--- src/rtl/fetch_align_queue.sv ---
// Fetch realignment queue: buffers I-cache words as halfwords, issues aligned instructions.
// Compressed (16-bit) instruction support is enabled by defining FETCH_ALIGN_RVC_EN.
module fetch_align_queue #(
    parameter int unsigned DEPTH_HW = 8,
    parameter logic [31:0] RESET_PC = 32'h0000_0000
) (
    input  logic                        clk,
    input  logic                        rst,
    output logic                        fetch_req_o,
    output logic [29:0]                 fetch_addr_o,
    input  logic                        fetch_stall_i,
    input  logic [31:0]                 fetch_rdata_i,
    input  logic                        redirect_i,
    input  logic [31:0]                 redirect_pc_i,
    output logic                        inst_valid_o,
    input  logic                        inst_ready_i,
    output logic [31:0]                 inst_o,
    output logic [31:0]                 inst_pc_o,
    output logic                        inst_compressed_o,
    output logic [$clog2(DEPTH_HW):0]   occupancy_o
);

    localparam int unsigned PW = $clog2(DEPTH_HW);

`ifdef FETCH_ALIGN_RVC_EN
    localparam logic RVC = 1'b1;
`else
    localparam logic RVC = 1'b0;
`endif

    typedef logic [PW-1:0] ptr_t;
    typedef logic [PW:0]   cnt_t;

    // Without RVC every target is word aligned, so PC[1] is dropped.
    localparam logic [31:0] RST_PC_EFF = RVC ? {RESET_PC[31:1], 1'b0}
                                             : {RESET_PC[31:2], 2'b00};
    localparam logic        RST_DROP   = RVC & RESET_PC[1];

    logic [15:0] mem [DEPTH_HW];
    ptr_t        head_q;
    ptr_t        tail_q;
    cnt_t        count_q;
    logic [29:0] addr_q;
    logic        drop_q;
    logic [31:0] pc_q;

    logic [15:0] h0;
    logic [15:0] h1;
    logic        need2;
    cnt_t        free;
    logic        accept;
    logic        push;
    logic        pop;
    cnt_t        n_push;
    cnt_t        n_pop;
    logic [31:0] redir_pc;
    logic        redir_drop;
    logic        unused_bits;

    assign unused_bits = ^redirect_pc_i[1:0];

    assign h0    = mem[head_q];
    assign h1    = mem[head_q + ptr_t'(1)];
    assign need2 = !RVC || (h0[1:0] == 2'b11);
    assign free  = cnt_t'(DEPTH_HW) - count_q;

    assign fetch_req_o  = !rst && (free >= (drop_q ? cnt_t'(1) : cnt_t'(2)));
    assign fetch_addr_o = addr_q;

    assign inst_valid_o      = need2 ? (count_q >= cnt_t'(2)) : (count_q != '0);
    assign inst_o            = need2 ? {h1, h0} : {16'h0000, h0};
    assign inst_compressed_o = RVC && (h0[1:0] != 2'b11);
    assign inst_pc_o         = pc_q;
    assign occupancy_o       = count_q;

    // Redirect squashes both the returning word and any handshake.
    assign accept = fetch_req_o && !fetch_stall_i;
    assign push   = accept && !redirect_i;
    assign pop    = inst_valid_o && inst_ready_i && !redirect_i;
    assign n_push = push ? (drop_q ? cnt_t'(1) : cnt_t'(2)) : cnt_t'(0);
    assign n_pop  = pop ? (need2 ? cnt_t'(2) : cnt_t'(1)) : cnt_t'(0);

    assign redir_pc   = RVC ? {redirect_pc_i[31:1], 1'b0}
                            : {redirect_pc_i[31:2], 2'b00};
    assign redir_drop = RVC & redirect_pc_i[1];

    always_ff @(posedge clk) begin
        if (rst) begin
            head_q  <= '0;
            tail_q  <= '0;
            count_q <= '0;
            addr_q  <= RESET_PC[31:2];
            drop_q  <= RST_DROP;
            pc_q    <= RST_PC_EFF;
        end else if (redirect_i) begin
            head_q  <= '0;
            tail_q  <= '0;
            count_q <= '0;
            addr_q  <= redirect_pc_i[31:2];
            drop_q  <= redir_drop;
            pc_q    <= redir_pc;
        end else begin
            if (push) begin
                addr_q <= addr_q + 30'd1;
                drop_q <= 1'b0;
                tail_q <= tail_q + ptr_t'(n_push);
            end
            if (pop) begin
                head_q <= head_q + ptr_t'(n_pop);
                pc_q   <= pc_q + (need2 ? 32'd4 : 32'd2);
            end
            count_q <= count_q + n_push - n_pop;
        end
    end

    always_ff @(posedge clk) begin
        if (push && !rst) begin
            if (drop_q) begin
                mem[tail_q] <= fetch_rdata_i[31:16];
            end else begin
                mem[tail_q]               <= fetch_rdata_i[15:0];
                mem[tail_q + ptr_t'(1)]   <= fetch_rdata_i[31:16];
            end
        end
    end

endmodule

--- config.mk ---
export PLATFORM = sky130hd
export DESIGN_NAME = fetch_align_queue
export DESIGN_NICKNAME = d
export VERILOG_FILES = /design/src/rtl/fetch_align_queue.sv
export SDC_FILE = /design/constraint.sdc
export NUM_CORES = 1
export LEC_CHECK = 0
export ABC_AREA = 1
export BUFFER_PORTS_ARGS = -buffer_cell sky130_fd_sc_hd__clkbuf_2
export CAP_MARGIN = 20
export CORE_MARGIN = 2
export CORE_UTILIZATION = 30
export CTS_CLUSTER_DIAMETER = 40
export DETAILED_ROUTE_END_ITERATION = 10
export GPL_ROUTABILITY_DRIVEN = 0
export PLACE_DENSITY = 0.58
export SKIP_LAST_GASP = 1
export SLEW_MARGIN = 20
export SYNTH_ARGS = -nofsm -noshare
export SYNTH_HDL_FRONTEND = slang
export SYNTH_SLANG_ARGS = --single-unit
--- constraint.sdc ---
create_clock -name clk -period 3.22 [get_ports clk]
set_input_delay 0.483 -clock clk [delete_from_list [all_inputs] [get_ports clk]]
set_output_delay 0.483 -clock clk [all_outputs]
set_load 0.02 [all_outputs]
**Word level (Yosys, flattened, before mapping)**

Memories as Yosys holds them, arrays and structs flattened. A register that Yosys moved wholly into a read port is not among the register bits.
Cells that the tools add are included.
W data, S select, Z words.

- $add $sub $neg: 9
- $lt $le $gt $ge: 2
- Mux-type cells: 10
- Reduce and logical (&&, ||, !) cells: 12

Operator list:

| cell | count |
|---|---|
| $mux W32 | 2 |
| $mux W30 | 2 |
| $add A32 B3 Y32 const B | 1 |
| $add A30 B1 Y30 const B | 1 |
| $ge A4 B2 Y1 const B | 2 |
| $add A3 B1 Y3 const B | 2 |
| $add A3 B2 Y3 | 2 |
| $logic_and A1 B1 Y1 | 6 |
| $mux W3 | 2 |
| $add A4 B2 Y4 | 1 |
| $mux W2 | 2 |
| $reduce_bool A2 Y1 | 2 |
| $sub A4 B2 Y4 | 1 |
| $sub A4 B4 Y4 const A | 1 |
| $logic_not A1 Y1 | 3 |
| $mux W1 | 2 |
| $reduce_or A2 Y1 | 1 |

- Bits in registers: 72
- Memory bits (writable): 128
- Bits of input ports: 69
- Output and inout port bits: 101
- Logic and storage cells: 40
- Memories kept: 1

Memories:

| memory | depth | bits a word | read ports | clocked after Yosys merged registers in | write ports | RTL line | text |
|---|---|---|---|---|---|---|---|
| mem | 8 | 16 | 2 | 1 | 2 | 39 | `logic [15:0] mem [DEPTH_HW];` |

**Depth between registers and ports, before layout**

- Depth in word-level cells: 8
- Gate-level depth with buffers: 13
- Depth with buffers taken out: 13

**Least setup slack after synthesis**

No wires, ideal clock.

- Path type: flip-flop to flip-flop
- Start: register count_q[2] (netlist: occupancy_o[2])
- End: register count_q[2] (netlist: occupancy_o[2])
- Setup time: 119 ps
- Arrival time: 2554 ps
- Data required time: 3101 ps
- Setup slack: 547 ps
- Cell stages (with the launch flop): 12
- Path buffers: 1
- Period minus slack after synthesis: 2673 ps
- Path through: dfxtp_1 inv_1 ha_1 nand2_1 nand2_1 nor2_2 buf_4 fa_1 inv_1 fa_1 inv_1 nor2_1

- Elaborated cells between the ends (all ways): 12
- Classes of those cells: 3 x add/sub; 2 x order compare; 2 x mux; 5 x reduce/logical

RTL lines:

| what | RTL line | text |
|---|---|---|
| start, declared | 42 | `cnt_t count_q;` |
| start signal, assigned | 112 | `count_q <= count_q + n_push - n_pop;` |
| $ge A4 B2 Y1 | 70 | `assign inst_valid_o = need2 ? (count_q >= cnt_t'(2)) : (count_q != '0);` |
| net inst_valid_o | 15 | `output logic inst_valid_o,` |
| $logic_and A1 B1 Y1 (2 in series) | 79 | `assign pop = inst_valid_o && inst_ready_i && !redirect_i;` |
| net pop | 53 | `logic pop;` |
| $mux W2 | 81 | `assign n_pop = pop ? (need2 ? cnt_t'(2) : cnt_t'(1)) : cnt_t'(0);` |
| $sub A4 B2 Y4 | 112 |  |

The timed path passes the listed nets, and every way through them passes these cells.
A chain may end at the register's enable or synchronous reset.

**Worst setup path after layout**

- Start: register count_q[1] (netlist: occupancy_o[1])
- End: register count_q[3] (netlist: occupancy_o[3])

- Word-level cells in the longest chain between the ends: 8
- Elaborated cells between the ends (all ways): 12
- Classes of those cells: 3 x add/sub; 2 x order compare; 2 x mux; 5 x reduce/logical

RTL lines:

| what | RTL line | text |
|---|---|---|
| $sub A4 B4 Y4 | 65 | `assign free = cnt_t'(DEPTH_HW) - count_q;` |
| $ge A4 B2 Y1 | 67 | `assign fetch_req_o = !rst && (free >= (drop_q ? cnt_t'(1) : cnt_t'(2)));` |
| $logic_and A1 B1 Y1 | 67 |  |
| $logic_and A1 B1 Y1 | 77 | `assign accept = fetch_req_o && !fetch_stall_i;` |
| $logic_and A1 B1 Y1 | 78 | `assign push = accept && !redirect_i;` |
| $mux W2 | 80 | `assign n_push = push ? (drop_q ? cnt_t'(1) : cnt_t'(2)) : cnt_t'(0);` |
| $add A4 B2 Y4 | 112 |  |
| $sub A4 B2 Y4 * | 112 |  |

Every way passes the cells marked *; elsewhere a longest branch is shown, timed or not.

==> qor.csv <==
metric,value,unit
number_of_synthesized_flops_with_an_enable_pin,128,
cts_hold_repair.buffers,0,
row_count,66,
outcome,"finished, final reports clean",
syn_avg_cell_area,8.10,sq um
fin_worst_skew,10.3,ps
endpoint_kind,register,
timing.final.setup_violations,0,
power_switching,1.72,mW
worst_path_most_repeated_cell,inv_1,
final_nets,1457,
floorplan.initialDensity,0.306,
grt_pass1_wl,47300,microns
htreeDepth,4,
num_io_pins,170,
post-cts-setup-buffer-count,0,
path_category_of_the_worst_min_delay_check,input pin to register,
vias_per_cell,4.92,
critical_path_buf_inv_count,4,
antenna_violations_before_repair,1,
min_period,2630,ps
num_antenna_cells,0,
overflow,0,
critPathArrivalTime,2960,ps
achievable-frequency,380,MHz
timing.critical_path.slowest_stage_cell,fa_1,
fin_util,0.363,
wire_per_inst,16.7,microns
syn-instance-count,1231,
drt-pass1-iter-count,6,
slew_viol_final,0,
power.internal,4.11,mW
fin_crit_sh,0.816,
cts_resized,0,
synth_seq_cells,197,
vdd_drop_max,384,uV
port-buffer-count,163,
detail-route-antenna-nets,0,
total_of_max_cap_violations,0,
crit_chain,"inv_1, ha_1, inv_1, nand2_1, nand3_2, nand3_4, nor2_4, inv_2, fa_1, inv_1, fa_1, xor2_1, nor2_1",
rsz0062_at_grt,false,
clkTransAtPathRegs,80,ps
clockPowerShare,0.372,
timing.final.hold_violations,0,
cts_sinks,197,
dieArea,34700,sq um
sequentialPowerShare,0.492,
groute.usage.overall,0.174,
startpoint_type,register,
drtIter0Drc,614,
timing.slew.headroom,0.400,
highest_cell_delay_on_the_worst_timing_path,520,ps
timing.critical_path.fanout_max,8,
tightestPinTransition,899,ps
routed-via-count,9024,
cts-root-to-sink-buffers,2,
cts_inserted_buffers,17,
final_layout_size_suffix_gt1_frac,0.169,
p_per_area,492,nW/um^2
syn-cell-area,9980,sq um
area_growth_syn_to_layout,18.7,%
drc,0,
clk-insertion-delay-late,450,ps
tritoncts,built,
die-width,186,microns
yosys_warns,0,
grt_pass1_vias,8389,
fp.dieH,186,microns
combinational_group_share_of_total_power,0.136,
synth-seq-area-share,0.524,
postSynth.asyncResetShare,0,
cp_data_required_time,3550,ps
critical_path_class,register to register,
leakage,4.50,nW
path_delay_family,adder cells,
dpl.hpwl,21700,microns
netlist-cell-type-count,38,
p_sw_frac,0.295,
floorplan.core_area,32600,sq um
synth_ff_type,edfxtp_1,
grt_start_max_net_pins,65,
timing.setup.tns,0,ps
clk_root_buffer_cell,clkbuf_16,
drt-total-wl,30600,microns
==> cells in the final DEF, fill, tap and decap left out, drive strengths merged, types with 4 or more instances in the layout <==
cell type	n
nand2	294
clkbuf	181
o21ai	177
nor2	172
edfxtp	128
inv	127
nand3	73
dfxtp	69
a21oi	51
o22ai	36
buf	16
nand4	11
a31oi	11
xor2	9
nor3	9
ha	6
conb	4
clkinv	4
==> routing by layer <==
| layer | GRT usage | wire length (microns) |
|---|---|---|
| met1 | 0.228 | 13100 |
| met3 | 0.0387 | 2510 |
| met5 | 0 | 14 |
| met4 | 0.0498 | 565 |
| met2 | 0.287 | 14400 |
==> registers in the layout, indices dropped and copies added (netlist names), named ones only <==
register      count
tail_q            2
fetch_addr_o     30
inst_pc_o        30
occupancy_o       3
mem             128
head_q            2
==> cell families after synthesis <==
| family | share of synthesized area |
|---|---|
| and+or+nand+nor | 0.236 |
| AOI/OAI and AO/OA | 0.147 |
| DFF | 0.524 |
| buffers and inverters | 0.0716 |
| xor gates and xnor gates | 0.00966 |
| adders and majority gates | 0.0115 |
| other | 0.000376 |
==> power by group through the flow <==
stage | clock network, mW | registers (mW) | logic (mW)
after floorplan | 0 | 2.96 | 0.427
after global placement | 0 | 2.92 | 0.784
after detailed placement | 0 | 2.92 | 0.798
after CTS | 2.21 | 2.86 | 0.801
after global routing | 2.29 | 2.88 | 0.877
final | 2.17 | 2.87 | 0.794
==> cell type report <==
cell class | count | area (sq um)
inverter | 120 | 452
sequential | 197 | 5230
tap | 442 | 553
clock inverter | 14 | 150
timing repair buffer | 179 | 986
clock buffer | 18 | 429
multi-input combinational | 865 | 4050
fill | 3413 | 20800
==> Yosys cell counts, types with 2 or more instances <==
master	count	area share
a21oi_1	51	0.026
a31oi_1	11	0.0069
buf_1	3	0.0011
buf_2	12	0.0060
buf_4	12	0.0090
clkbuf_1	24	0.0090
dfxtp_1	69	0.14
edfxtp_1	128	0.39
fa_1	2	0.0040
ha_1	6	0.0075
inv_1	115	0.043
inv_2	4	0.0015
nand2_1	293	0.11
nand3_1	68	0.034
nand3_2	4	0.0040
nand3b_1	2	0.0015
nand4_1	11	0.0069
nor2_1	165	0.062
nor2_2	5	0.0031
nor2_4	2	0.0023
nor3_1	5	0.0025
nor3_4	3	0.0049
o211ai_1	2	0.0015
o21ai_0	160	0.080
o21ai_1	17	0.0085
o22ai_1	36	0.023
xnor2_1	2	0.0018
xor2_1	9	0.0079
==> per-stage QoR <==
stage               worst slack (ps)  power [mW]  hold WS, ps  instance area [sq um]  instances
finish                           591        5.83          270                  11800       1835
CTS                              561        5.87          263                  11800       1835
detailed placement               611        3.72          556                  11300       1803
global placement                 643        3.70          542                  11300       1803
floorplan                        547        3.39          541                   9990       1234
global route                     317        6.05          277                  11800       1835
==> final timing paths <==
kind	start	slack, ps	cells after the start	endpoint
worst max-delay path	occupancy_o[1]	590	13	occupancy_o[3]
worst min register to register	inst_pc_o[7]	560	2	inst_pc_o[7]
worst max register to register	occupancy_o[1]	590	13	occupancy_o[3]
worst min-delay path	fetch_rdata_i[13]	270	1	mem[0][13]
No activity file was read; power rests on OpenSTA's default activity.
